**src/rtl/if_id_fifo_if.sv**
```systemverilog
// rtl/if_id_fifo_if.sv - fetch-to-decode handshake bundle for the IF/ID instruction queue
interface if_id_fifo_if #(
  parameter int DEPTH  = 4,
  parameter int ADDR_W = 32,
  parameter int INST_W = 32
);
  localparam int CNT_W = $clog2(DEPTH + 1);

  logic              if_valid;
  logic [ADDR_W-1:0] if_pc;
  logic [INST_W-1:0] if_inst;
  logic              if_ready;
  logic [ADDR_W-1:0] id_pc;
  logic [INST_W-1:0] id_inst;
  logic              id_valid;
  logic [CNT_W-1:0]  buf_count;

  modport master (
    output if_valid, if_pc, if_inst,
    input  if_ready, id_pc, id_inst, id_valid, buf_count
  );

  modport slave (
    input  if_valid, if_pc, if_inst,
    output if_ready, id_pc, id_inst, id_valid, buf_count
  );
endinterface

```
**src/rtl/if_id_fifo.sv**
```systemverilog
// rtl/if_id_fifo.sv - DEPTH-entry in-order IF/ID queue with registered ID stage, flush and back-pressure
module if_id_fifo #(
  parameter int DEPTH  = 4,
  parameter int ADDR_W = 32,
  parameter int INST_W = 32
) (
  input  logic         clk,
  input  logic         rst,
  input  logic [5:0]   stall,
  input  logic         flush,
  if_id_fifo_if.slave  bus
);
  localparam int PTR_W = $clog2(DEPTH);
  localparam int CNT_W = $clog2(DEPTH + 1);

  logic [PTR_W-1:0]  rd_ptr_q, rd_ptr_d;
  logic [PTR_W-1:0]  wr_ptr_q, wr_ptr_d;
  logic [CNT_W-1:0]  count_q, count_d;
  logic [ADDR_W-1:0] id_pc_q, id_pc_d;
  logic [INST_W-1:0] id_inst_q, id_inst_d;
  logic              id_valid_q, id_valid_d;

  logic [ADDR_W-1:0] mem_pc   [DEPTH];
  logic [INST_W-1:0] mem_inst [DEPTH];

  logic ready;
  logic accept;
  logic advance;
  logic empty;
  logic push;
  logic pop;
  logic unused_stall;

  assign unused_stall = ^{stall[5:3], stall[1:0]};

  // Ready looks only at the registered count, so a full queue never takes a push even while popping.
  assign ready   = (count_q < CNT_W'(DEPTH));
  assign accept  = bus.if_valid && ready;
  assign advance = !stall[2];
  assign empty   = (count_q == '0);

  always_comb begin
    push       = 1'b0;
    pop        = 1'b0;
    id_pc_d    = id_pc_q;
    id_inst_d  = id_inst_q;
    id_valid_d = id_valid_q;
    if (flush) begin
      id_pc_d    = '0;
      id_inst_d  = '0;
      id_valid_d = 1'b0;
    end else if (advance) begin
      if (!empty) begin
        id_pc_d    = mem_pc[rd_ptr_q];
        id_inst_d  = mem_inst[rd_ptr_q];
        id_valid_d = 1'b1;
        pop        = 1'b1;
        push       = accept;
      end else if (accept) begin
        // Bypass only when empty, so queued entries are never overtaken.
        id_pc_d    = bus.if_pc;
        id_inst_d  = bus.if_inst;
        id_valid_d = 1'b1;
      end else begin
        id_pc_d    = '0;
        id_inst_d  = '0;
        id_valid_d = 1'b0;
      end
    end else begin
      push = accept;
    end

    rd_ptr_d = pop  ? rd_ptr_q + PTR_W'(1) : rd_ptr_q;
    wr_ptr_d = push ? wr_ptr_q + PTR_W'(1) : wr_ptr_q;
    count_d  = count_q;
    if (push && !pop) begin
      count_d = count_q + CNT_W'(1);
    end else if (pop && !push) begin
      count_d = count_q - CNT_W'(1);
    end
    if (flush) begin
      rd_ptr_d = '0;
      wr_ptr_d = '0;
      count_d  = '0;
    end
  end

  always_ff @(posedge clk) begin
    if (!rst) begin
      rd_ptr_q   <= '0;
      wr_ptr_q   <= '0;
      count_q    <= '0;
      id_pc_q    <= '0;
      id_inst_q  <= '0;
      id_valid_q <= 1'b0;
    end else begin
      rd_ptr_q   <= rd_ptr_d;
      wr_ptr_q   <= wr_ptr_d;
      count_q    <= count_d;
      id_pc_q    <= id_pc_d;
      id_inst_q  <= id_inst_d;
      id_valid_q <= id_valid_d;
    end
  end

  // Storage is deliberately left out of reset; only pointers and count define occupancy.
  always_ff @(posedge clk) begin
    if (push) begin
      mem_pc[wr_ptr_q]   <= bus.if_pc;
      mem_inst[wr_ptr_q] <= bus.if_inst;
    end
  end

  assign bus.if_ready  = ready;
  assign bus.id_pc     = id_pc_q;
  assign bus.id_inst   = id_inst_q;
  assign bus.id_valid  = id_valid_q;
  assign bus.buf_count = count_q;
endmodule
```
**src/flat_wrapper.sv**
```systemverilog
// flat-port wrapper written by rule: the top's interface ports become plain ports
module if_id_fifo_flat 
#(
  parameter int DEPTH  = 4,
  parameter int ADDR_W = 32,
  parameter int INST_W = 32
)
  (clk, rst, stall, flush, bus_if_valid, bus_if_pc, bus_if_inst, bus_if_ready, bus_id_pc, bus_id_inst, bus_id_valid, bus_buf_count);
  if_id_fifo_if #(.DEPTH(DEPTH), .ADDR_W(ADDR_W), .INST_W(INST_W)) bus_i ();
  input  logic clk;
  input  logic rst;
  input  logic [5:0] stall;
  input  logic flush;
  input wire logic [$bits(bus_i.if_valid)-1:0] bus_if_valid;
  input wire logic [$bits(bus_i.if_pc)-1:0] bus_if_pc;
  input wire logic [$bits(bus_i.if_inst)-1:0] bus_if_inst;
  output wire logic [$bits(bus_i.if_ready)-1:0] bus_if_ready;
  output wire logic [$bits(bus_i.id_pc)-1:0] bus_id_pc;
  output wire logic [$bits(bus_i.id_inst)-1:0] bus_id_inst;
  output wire logic [$bits(bus_i.id_valid)-1:0] bus_id_valid;
  output wire logic [$bits(bus_i.buf_count)-1:0] bus_buf_count;
  assign bus_i.if_valid = bus_if_valid;
  assign bus_i.if_pc = bus_if_pc;
  assign bus_i.if_inst = bus_if_inst;
  assign bus_if_ready = bus_i.if_ready;
  assign bus_id_pc = bus_i.id_pc;
  assign bus_id_inst = bus_i.id_inst;
  assign bus_id_valid = bus_i.id_valid;
  assign bus_buf_count = bus_i.buf_count;
  if_id_fifo #(.DEPTH(DEPTH), .ADDR_W(ADDR_W), .INST_W(INST_W)) u_core (.clk(clk), .rst(rst), .stall(stall), .flush(flush), .bus(bus_i));
endmodule
```
**config.mk**
```make
export PLATFORM = sky130hd
export DESIGN_NAME = if_id_fifo_flat
export DESIGN_NICKNAME = d
export VERILOG_FILES = /design/src/rtl/if_id_fifo_if.sv /design/src/rtl/if_id_fifo.sv /design/src/flat_wrapper.sv
export SDC_FILE = /design/constraint.sdc
export NUM_CORES = 1
export LEC_CHECK = 0
export BUFFER_PORTS_ARGS = -buffer_cell sky130_fd_sc_hd__buf_2
export CORE_UTILIZATION = 45
export CTS_BUF_LIST = sky130_fd_sc_hd__clkbuf_16
export DETAILED_ROUTE_END_ITERATION = 10
export PLACE_DENSITY_LB_ADDON = 0.1
export SYNTH_ARGS = -nofsm -noshare
export SYNTH_HDL_FRONTEND = slang
export SYNTH_SLANG_ARGS = --single-unit
```
**constraint.sdc**
```tcl
create_clock -name clk -period 3.49 [get_ports clk]
set_clock_uncertainty 0.05 [all_clocks]
set_input_delay 0.1745 -clock clk [delete_from_list [all_inputs] [get_ports clk]]
set_output_delay 0.1745 -clock clk [all_outputs]
set_load 0.03 [all_outputs]
```
==> impl_summary.log <==
INFO  metric synthArstFlopShare = 0
INFO  metric clk_pin_slew = 0.06 ns
INFO  metric yosysSeqAreaShare = 0.708
INFO  metric cp_cell_sequence = nand2b_1 -> nor3_1 -> ha_1 -> inv_1 -> fa_1 -> xor2_1 -> or3_1 -> a21oi_1
INFO  metric final_slew_violations = 0
INFO  metric dr.first_iter.drc_count = 377
INFO  metric startpoint_kind_of_the_worst_setup_timing_path = flip-flop
INFO  metric syn_nets = 766
INFO  metric syn_avg_cell_area = 18.9 sq um
INFO  metric global_route_wire_length_before_repair = 43600 um
INFO  metric routed_wl = 27800 um
INFO  metric area_delta_synth_final = 21.6%
INFO  metric detail_route.vias_per_cell = 5.48
INFO  metric vias_in_the_first_global_route = 7629
INFO  metric wl_per_cell = 21.5 um
INFO  metric yosys_warnings = 0
INFO  metric antenna_violations_before_repair = 1
INFO  metric parity_gate_share_of_the_synthesized_area_counting_xor_and_xnor_cells = 0.00135
INFO  metric timing.critical_path.fanout_max = 9
INFO  metric synth-seq-cells = 330
INFO  metric final_min_period_over_clock_period = 0.738
INFO  metric intPower = 0.00670 W
INFO  metric ant_nets = 0
INFO  metric p_sw_frac = 0.219
INFO  metric drt_pass1_iterations = 4
INFO  metric tritoncts_clock_tree = done
INFO  metric slowest_stage = sky130_fd_sc_hd__nor3_1
INFO  metric worst-endpoint-arrival = 2.93 ns
INFO  metric rsz0062_at_grt = no
INFO  metric seq_power_share = 0.505
INFO  metric cts-buffers-inserted = 36
INFO  metric regArea = 9180 sq um
INFO  metric cts.sink_count = 330
INFO  metric category_of_cells_accounting_for_the_largest_share_of_critical_path_delay = simple AND/OR/NAND/NOR gates
INFO  metric port-buffer-count = 137
INFO  metric die-area = 29500 sq um
INFO  metric layout_min_cycle_time = 2.58 ns
INFO  metric result_of_the_run = finished clean
INFO  metric power_leakage = 5.48 nW
INFO  metric synth_flop_cell = sky130_fd_sc_hd__edfxtp_1
INFO  metric whs = 0.0454 ns
INFO  metric grt-ovfl-total = 0
INFO  metric htree_num_levels = 2
INFO  metric synth_most_common_cell = sky130_fd_sc_hd__edfxtp_1
INFO  metric clk_latency = 0.51 ns
INFO  metric simple_gate_fraction_of_synth_area = 0.0665
INFO  metric power.ir.vdd_worst = 0.370 mV
INFO  metric number_of_nets_at_the_end_of_the_flow = 971
INFO  metric dp_hpwl = 15100 um
INFO  metric fin_setup_tns = 0 ns
INFO  metric synthesis.area = 12900 sq um
INFO  metric cp-end-kind = flip-flop
INFO  metric total_power = 0.00859 W
INFO  metric place.gp.congestion = 0.707
INFO  metric maxSlewHeadroom = 0.316
INFO  metric post-route-drc-count = 0
INFO  metric netSwitchingPower = 0.00188 W
INFO  metric yosys-top-cells-count = sky130_fd_sc_hd__edfxtp_1, sky130_fd_sc_hd__dfxtp_1, sky130_fd_sc_hd__nor3_1, sky130_fd_sc_hd__nor2b_1, sky130_fd_sc_hd__mux4_2
INFO  metric largest_net_degree_at_the_start_of_global_routing = 74
INFO  metric synthMuxAreaShare = 0.113
INFO  metric fillCellCount = 2208
INFO  metric timing.critical_path.slowest_cell_delay = 0.49 ns
INFO  metric power.density_cell_area = 546 nW/um^2
INFO  metric ctsLongestPathBuffers = 3
INFO  metric fraction_of_synthesized_cell_area_taken_by_the_top_area_cell_type = 0.594
INFO  metric crit_type = reg2reg
INFO  metric clock_tree.root_cell = sky130_fd_sc_hd__clkbuf_16
INFO  metric drive_gt1_frac = 0.352
INFO  metric grt_usage = 0.198
INFO  metric footprint_of_the_multi_input_gates = 3420 sq um
INFO  metric synth_top_area_cells = sky130_fd_sc_hd__edfxtp_1, sky130_fd_sc_hd__dfxtp_1, sky130_fd_sc_hd__mux4_2
INFO  metric post_synth_num_cell_types = 30
INFO  metric synthCells = 686
INFO  metric synthDominantAreaCellType = sky130_fd_sc_hd__edfxtp_1
INFO  metric post_synth_edffs = 256
INFO  metric synth_adder_area_share = 0.00638
INFO  metric drv.max_cap_violation_count = 0
INFO  metric timing.fmax = 0.388 GHz
INFO  metric comb_power_share = 0.076
INFO  metric path_buf_inv = 1
INFO  metric vias = 7105
INFO  metric main_combinational_cell_family_by_area_after_synthesis = multiplexers
INFO  metric timing.final.hold_violations = 0
INFO  metric worst_pin_slew = 1.03 ns
INFO  metric worst_hold_path_type = in2reg
INFO  metric floorplan.rows = 61
INFO  metric die_y = 172 um
INFO  metric pin_count = 143
INFO  metric setup_viol = 0
INFO  metric dieWidth = 172 um
INFO  metric fp.coreArea = 28000 sq um
INFO  metric compound_gate_fraction_of_synth_area = 0.0748
INFO  metric start_util = 0.462
INFO  metric crit_required = 3.85 ns
INFO  metric power.clock.fraction = 0.419
-- cells in the final DEF, fill, tap and decap left out, drive strengths merged --
| cell | instances |
|---|---|
| a21oi | 6 |
| a221oi | 64 |
| and2 | 4 |
| buf | 153 |
| bufinv | 3 |
| clkbuf | 37 |
| clkinv | 6 |
| clkinvlp | 1 |
| dfxtp | 74 |
| diode | 1 |
| dlygate4sd3 | 65 |
| edfxtp | 256 |
| fa | 1 |
| ha | 5 |
| inv | 23 |
| mux2i | 1 |
| mux4 | 64 |
| nand2b | 2 |
| nand3 | 2 |
| nor2 | 2 |
| nor2b | 66 |
| nor3 | 69 |
| nor4b | 1 |
| o21ai | 4 |
| o31ai | 1 |
| or3 | 5 |
| or4 | 1 |
| xor2 | 2 |
-- cells by family (layout without fill, tap and decap cells) --
kind of cell	after synthesis	count (layout)
xor gates and xnor gates	2	2
and+or+nand+nor	152	152
adders and majority gates	6	6
DFF	330	330
muxes	65	65
buffers and inverters	56	288
other	0	1
AOI/OAI and AO/OA	75	75
-- flip-flops by register name, indices dropped and copies added (netlist names), named ones only --
signal                flops
u_core.bus.id_inst       32
u_core.wr_ptr_q           2
u_core.mem_pc           128
u_core.rd_ptr_q           2
u_core.bus.id_pc         32
u_core.mem_inst         128
u_core.bus.buf_count      3
u_core.bus.id_valid       1
-- final cells by class --
| type | instances | share of cell area |
|---|---|---|
| Multi-Input combinational cell | 300 | 0.218 |
| Clock inverter | 28 | 0.0127 |
| Tap cell | 378 | 0.0300 |
| Inverter | 5 | 0.00119 |
| Sequential cell | 330 | 0.583 |
| Antenna cell | 1 | 0.000159 |
| Clock buffer | 37 | 0.0588 |
| Timing Repair Buffer | 218 | 0.0966 |
-- stage by stage --
stage | setup WS, ns | cell area, sq um | instances | utilization
floorplan | 0.416 | 12900 | 686 | -
global placement | 1.01 | 14000 | 1166 | 0.499
detailed placement | 0.921 | 14000 | 1166 | 0.499
CTS | 0.904 | 15700 | 1296 | 0.562
global route | 0.768 | 15700 | 1297 | 0.562
finish | 0.915 | 15700 | 1297 | 0.562
-- final timing paths --
path	to	slack [ns]	startpoint	depth (start not counted)
max	u_core.bus.buf_count[2]	0.91	u_core.bus.buf_count[2]	8
min	u_core.wr_ptr_q[0]	0.05	stall[2]	4
max reg2reg	u_core.bus.buf_count[2]	0.91	u_core.bus.buf_count[2]	8
min reg2reg	flip-flop	0.44	u_core.rd_ptr_q[1]	2
-- worst register-to-register path, cell delays in order (launching register included) --
cell	delay [ns]
sky130_fd_sc_hd__dfxtp_1	0.41
sky130_fd_sc_hd__nand2b_1	0.22
sky130_fd_sc_hd__nor3_1	0.49
sky130_fd_sc_hd__ha_1	0.29
sky130_fd_sc_hd__inv_1	0.06
sky130_fd_sc_hd__fa_1	0.37
sky130_fd_sc_hd__xor2_1	0.16
sky130_fd_sc_hd__or3_1	0.30
sky130_fd_sc_hd__a21oi_1	0.14
-- metal layers --
metal	track usage	routed length [um]	vias to the layer above
met3	0.0391	1430	37
met4	0.0443	414	0
met2	0.334	13800	166
met1	0.264	12200	3676
li1	-	-	3226
met5	0	0	-
-- repair_timing --
| action | in CTS | in global routing |
|---|---|---|
| hold buffers | 65 | 0 |
| setup buffers | 0 | 0 |
| resized for setup | 0 | 0 |
| hold endpoints to repair | 315 | 0 |
-- power by group through the flow --
stage                     Sequential [W]  Combinational (W)  Clock, W
after global placement           0.00441           0.000590         0
after detailed placement         0.00442           0.000605         0
final                            0.00433           0.000657   0.00360
after floorplan                  0.00448           0.000353         0
after CTS                        0.00434           0.000666   0.00369
after global routing             0.00434           0.000713   0.00384
(Power assumes the default switching activity.)
